--- src/rtl/imm_extend_pipe.sv ---
// imm_extend_pipe: registered immediate extender behind a valid/ready
// handshake, with a 2-entry output FIFO so in_ready is purely registered.
//
// Ports:
//   clk        rising-edge clock
//   rst        asynchronous active-high reset
//   in_valid   operand/mode valid this cycle
//   in_ready   block accepts input this cycle (count != 2)
//   operand    raw IN_W-bit immediate
//   mode       00 zero-ext, 01 sign-ext, 10 upper-place, 11 sign-ext << 2
//   out_valid  ext_val holds a valid result (count != 0)
//   out_ready  consumer accepts ext_val this cycle
//   ext_val    OUT_W-bit result at the buffer head
//   occupancy  number of buffered results, 0..2
module imm_extend_pipe #(
    parameter int IN_W  = 16,
    parameter int OUT_W = 32
) (
    input  logic             clk,
    input  logic             rst,
    input  logic             in_valid,
    output logic             in_ready,
    input  logic [IN_W-1:0]  operand,
    input  logic [1:0]       mode,
    output logic             out_valid,
    input  logic             out_ready,
    output logic [OUT_W-1:0] ext_val,
    output logic [1:0]       occupancy
);

    localparam int PAD_W = OUT_W - IN_W;

    logic [OUT_W-1:0] zext_w;
    logic [OUT_W-1:0] sext_w;
    logic [OUT_W-1:0] upper_w;
    logic [OUT_W-1:0] shl2_w;
    logic [OUT_W-1:0] res_w;

    logic [OUT_W-1:0] mem_q [2];
    logic             head_q;
    logic             head_d;
    logic             tail_q;
    logic             tail_d;
    logic [1:0]       count_q;
    logic [1:0]       count_d;

    logic push;
    logic pop;

    assign zext_w  = {{PAD_W{1'b0}}, operand};
    assign sext_w  = {{PAD_W{operand[IN_W-1]}}, operand};
    assign upper_w = {operand, {PAD_W{1'b0}}};
    // Branch offset: top two sign bits fall off, truncation is intended.
    assign shl2_w  = {sext_w[OUT_W-3:0], 2'b00};

    always_comb begin
        res_w = zext_w;
        unique case (mode)
            2'b00: res_w = zext_w;
            2'b01: res_w = sext_w;
            2'b10: res_w = upper_w;
            2'b11: res_w = shl2_w;
            default: res_w = zext_w;
        endcase
    end

    // Both flags come straight from count_q; no path from out_ready.
    assign in_ready  = (count_q != 2'd2);
    assign out_valid = (count_q != 2'd0);
    assign occupancy = count_q;
    assign ext_val   = mem_q[head_q];

    assign push = in_valid & in_ready;
    assign pop  = out_valid & out_ready;

    always_comb begin
        head_d  = head_q;
        tail_d  = tail_q;
        count_d = count_q;
        if (push) begin
            tail_d = ~tail_q;
        end
        if (pop) begin
            head_d = ~head_q;
        end
        unique case ({push, pop})
            2'b10:   count_d = count_q + 2'd1;
            2'b01:   count_d = count_q - 2'd1;
            default: count_d = count_q;
        endcase
    end

    always_ff @(posedge clk or posedge rst) begin
        if (rst) begin
            head_q  <= 1'b0;
            tail_q  <= 1'b0;
            count_q <= 2'd0;
        end else begin
            head_q  <= head_d;
            tail_q  <= tail_d;
            count_q <= count_d;
        end
    end

    always_ff @(posedge clk or posedge rst) begin
        if (rst) begin
            mem_q[0] <= '0;
            mem_q[1] <= '0;
        end else if (push) begin
            mem_q[tail_q] <= res_w;
        end
    end

endmodule

--- config.mk ---
export PLATFORM = sky130hd
export DESIGN_NAME = imm_extend_pipe
export DESIGN_NICKNAME = d
export VERILOG_FILES = /design/src/rtl/imm_extend_pipe.sv
export SDC_FILE = /design/constraint.sdc
export NUM_CORES = 1
export LEC_CHECK = 0
export CORE_UTILIZATION = 45
export DETAILED_ROUTE_END_ITERATION = 8
export GPL_TIMING_DRIVEN = 1
export PLACE_DENSITY = 0.75
export SYNTH_ARGS = -nofsm -noshare
export SYNTH_HDL_FRONTEND = slang
export SYNTH_SLANG_ARGS = --single-unit
--- constraint.sdc ---
create_clock -name clk -period 5.57 [get_ports clk]
set_clock_uncertainty 0.1 [all_clocks]
set_input_delay 1.671 -clock clk [delete_from_list [all_inputs] [get_ports clk]]
set_output_delay 1.671 -clock clk [all_outputs]
set_load 0.1 [all_outputs]
== Yosys cells after proc, flatten, opt, wreduce, memory -nomap -nowiden ==
Cells that the tools add are included.
Widths: inputs -> output; s select.

* Equality and inequality tests: 6
* Reductions and logical operators: 4
* Divide/modulo/power cells: 0
* Shift operators: 0
* $mul: 0
* Add/sub/neg operators: 2
* Bitwise gates (word level): 6
* $lt $le $gt $ge: 3
* Multiplexer cells: 8

{| class="wikitable"
|+ Operators by type and width
! kind !! count
|-
| $mux 32 || 4
|-
| $pmux 32 s4 || 1
|-
| $bwmux 64 || 1
|-
| $demux 32 s1 || 1
|-
| $eq 2x2->1 const B || 3
|-
| $eq 2x1->1 const B || 2
|-
| $ge 2x2->1 const B || 2
|-
| $not 1->2 || 2
|-
| $pmux 2 s2 || 1
|-
| $reduce_bool 2->1 || 2
|-
| $add 2x1->2 const B || 1
|-
| $and 1x1->1 || 2
|-
| $logic_not 2->1 || 1
|-
| $lt 2x1->1 const B || 1
|-
| $ne 2x2->1 const B || 1
|-
| $not 1->1 || 2
|-
| $sub 2x1->2 const B || 1
|-
| $logic_and 1x1->1 || 1
|}

* Memory bits (read-only): 0
* Bits of input ports: 22
* Flip-flop bits (word level): 68
* Output and inout bits: 36
* Memories: 0
* RAM bits: 0
* Logic and storage cells: 34
* Latch bits: 0

== Longest topological paths before layout ==
* Depth in word-level cells: 6
* Mapped depth: 6
* Depth with buffers taken out: 6

== Worst setup path after synthesis ==
Ideal clock, no wire load.

* Path type: reg-to-output
* Start: register head_q
* End: output ext_val[3]
* Data required time: 3.799 ns
* Slack: 0.988 ns
* Path buffers: 2
* Cell stages (with the launch flop): 4
* Data arrival time: 2.811 ns
* Path through: dfrtp_1 clkbuf_1 buf_2 o21ai_0

* Longest elaborated chain between the ends: 4

{| class="wikitable"
|+ Ends and longest elaborated chain
! element !! line !! text
|-
| from (decl) || 40 || <nowiki>logic head_q;</nowiki>
|-
| from (signal assigned) || 95 || <nowiki>head_q <= 1'b0;</nowiki>
|-
| from (signal assigned) || 99 || <nowiki>head_q <= head_d;</nowiki>
|-
| $not 1->2 (not written as such) || 71 || <nowiki>assign ext_val = mem_q[head_q];</nowiki>
|-
| $mux 32 (not written as such) (3 in a row) || 71 ||
|-
| to (decl) || 27 || <nowiki>output logic [OUT_W-1:0] ext_val,</nowiki>
|}

Every way passes these cells. The select of a mux whose other input is x is not followed.

== Worst setup path after layout ==
* Start: register head_q
* End: output ext_val[15]

The elaborated chain is that of the path after synthesis.

==> results by group <==
Status
  • Outcome: complete, no violations

Global route
  • Global router's overall resource usage: 17.78%
  • Congestion Overflow GR: 0
  • Via count of the first global-routing pass: 2174
  • Antenna violations before repair: 0
  • Largest net degree at the start of global routing: 46
  • Wire length of the first global-routing pass: 11230 um

Cells and area
  • Ratio of cells with drive above 1 in the final layout: 50.34%
  • Non-filler instance count after layout: 396
  • Diode count: 0
  • Total Nets Final: 312
  • Area Growth Syn to Fin: 19.54%
  • Area of all placed cells without fillers: 4287 um2

Yosys
  • Yosys Warn Count: 0
  • Simple-gate share of the synthesized area: 2.373%
  • Proportion of synthesized area in mux cells: 36.11%
  • Synth area leader: sky130_fd_sc_hd__dfrtp_1
  • Portion of the post-synthesis area used by sequential elements: 47.45%
  • Complex-gate fraction of the synthesized area: 6.943%
  • Share of the synthesized area in the top cell type: 47.45%
  • Synthesis-stage register bit count: 68
  • Avg Inst Size Synth: 15.19 um2
  • Number of distinct library cell variants in the gate-level netlist after synthesis: 28
  • Syn nets: 259
  • Number of cells produced by synthesis: 236
  • Area contributors post-synth: sky130_fd_sc_hd__dfrtp_1 47%, sky130_fd_sc_hd__mux2_4 24%, sky130_fd_sc_hd__mux2_2 11%
  • Post-synthesis share of cell area spent on full adders, half adders and majority gates: 0.3489%
  • Combinational family with the most area after synthesis: multiplexers
  • EDFF count, synth: 0
  • Synth Cell Area: 3586 um2
  • Primary FF master, synth: sky130_fd_sc_hd__dfrtp_1
  • Xor and xnor area share after synthesis: 1.221%
  • Ys async rst share: 100.0%

Routing
  • Detailed-route DRC error count: 0
  • Post-route ant nets: 0
  • Number of vias per cell after detailed routing: 5.273
  • Detailed Route Iter0 Violations: 137
  • Routed length per placed instance: 17.48 um
  • Via count: 2088
  • DRT Wirelength: 6922 um
  • Pre-Repair DR Iteration Count: 4

Setup path
  • Worst Setup Start Kind: register
  • Origin of the worst setup path: head_q
  • FF-to-FF path depth: 3
  • Startpoint of the worst register-to-register path: occupancy[0]
  • Required arrival time at the worst endpoint: 3800 ps
  • CP max FO: 25
  • Endpoint type of the worst setup path: output pin
  • Critical path arrival: 2090 ps
  • Category of the critical setup timing path: reg -> out

Job
  • Max capacitance violation total: 0

Clock tree
  • Post-CTS Hold Fix Bufs: 0
  • TritonCTS clock tree: done
  • Clock transition at the registers of the reported paths: 70 ps
  • Post-cts resize count: 0
  • CTS root buf: sky130_fd_sc_hd__clkbuf_8
  • Number of buffers added for setup after CTS: 0
  • H-tree level count: 3
  • TritonCTS Sinks: 68
  • TritonCTS Buffers: 9
  • Worst skew pair latency: 340 ps
  • Bufs on Longest Clock Path: 2

Place
  • Total of buffers placed on input and output ports: 57
  • Post-DP HPWL: 4688 um
  • Cells after DPL: 380
  • Final RePlAce weighted congestion: 0.7651
  • Instance area after placement: 4038 um2

Timing
  • Slew at the pin closest to its max-slew limit: 1083 ps
  • Setup TNS: 0 ps
  • Fmax: 259.2 MHz
  • Minimum clock period after layout: 3859 ps
  • Max-slew violation total from the final report: 0
  • Final critical-path share of the clock period: 69.27%
  • Hold violation total from the final report: 0
  • Unrepaired setup endpoints after global routing: no
  • Max-Slew Margin vs Limit: 27.78%
  • Final number of setup-violating endpoints: 0

Floorplanning
  • Starting Density: 46.41%
  • Die Footprint: 8329 um2
  • Number of top-level pins: 58
  • Placement Rows: 32
  • Horizontal extent of the die: 91.27 um
  • Die Span Y: 91.27 um
  • Core area: 7727 um2

Worst hold path
  • Hold Path Origin: tail_q
  • Hold crit path type: reg -> reg
  • Worst hold stages: 1
path summary, 6_finish.rpt:
check                         endpoint  slack (ps)
min                             tail_q         380
min reg2reg                     tail_q         380
min in group asynchronous     mem_q[4]        1750
max in group asynchronous    mem_q[16]        2750
max reg2reg                   mem_q[2]        3420
max                        ext_val[15]        1710
state kept, by name, summed over array words and instances, names as in the netlist:
register / cells
tail_q: 1
head_q: 1
occupancy: 2
mem_q: 64
layout make-up:
type | count | area (um2)
clock buffer | 10 | 137.6
clock inverter | 6 | 111.4
fill | 651 | 3441
inverter | 4 | 15.01
multi-input combinational | 147 | 1688
sequential | 68 | 1702
tap | 102 | 127.6
timing repair buffer | 59 | 505.5
kinds of logic after synthesis:
group	after synthesis
adder cells (fa/ha/maj)	1
AND/OR/NAND/NOR	13
AO/OA/AOI/OAI	32
buffers and inverters	21
XOR/XNOR	5
flip-flops	68
multiplexers	96
cells in the mapped netlist (2+ instances only):
cell type,n
sky130_fd_sc_hd__mux2_2,35
sky130_fd_sc_hd__mux2i_1,3
sky130_fd_sc_hd__buf_12,6
sky130_fd_sc_hd__nor2b_1,2
sky130_fd_sc_hd__mux2_4,58
sky130_fd_sc_hd__xnor2_1,3
sky130_fd_sc_hd__inv_1,4
sky130_fd_sc_hd__nand2_1,2
sky130_fd_sc_hd__buf_2,6
sky130_fd_sc_hd__clkbuf_1,3
sky130_fd_sc_hd__buf_6,2
sky130_fd_sc_hd__and2_0,2
sky130_fd_sc_hd__dfrtp_1,68
sky130_fd_sc_hd__a22o_1,13
sky130_fd_sc_hd__xor2_1,2
sky130_fd_sc_hd__a21oi_1,2
sky130_fd_sc_hd__a21o_1,14
routing by layer:
| metal | track usage (%) | routed length, um |
|---|---|---|
| met2 | 26.70 | 3118 |
| met1 | 25.28 | 3423 |
| met3 | 5.193 | 326 |
| met5 | 0 | 0 |
| met4 | 4.365 | 54 |
worst max-delay path, stage by stage, from the launching register on:
cell and delay, ps:
sky130_fd_sc_hd__dfrtp_1 640, sky130_fd_sc_hd__buf_4 430, sky130_fd_sc_hd__mux2_2 420, sky130_fd_sc_hd__buf_4 240
placed cells by master (no fill, tap or decap), drive strengths merged:
master / count
inv: 4
nand2b: 1
mux2i: 3
xor2: 2
a21oi: 2
ha: 1
a22o: 13
nor2: 1
clkbuf: 10
nor2b: 2
and2: 3
clkinvlp: 1
o21ai: 1
or2: 1
mux2: 93
and3: 1
a22oi: 1
xnor2: 3
and3b: 1
buf: 34
and2b: 1
a21o: 14
dfrtp: 68
clkdlybuf4s50: 25
bufinv: 3
o21a: 1
clkinv: 2
nand2: 2
metrics by stage:
stage               hold slack [ps]  setup slack (ps)  util (%)
floorplan                     352.0             987.9         -
global placement              368.7              1845     52.25
detailed placement            372.6              1823     52.25
CTS                           386.9              1692     55.47
global route                  418.8              1620     55.47
finish                        380.3              1711     55.47
Power is not shown: default switching activity piles up to over one toggle a cycle in this logic, so the estimate is an artifact.
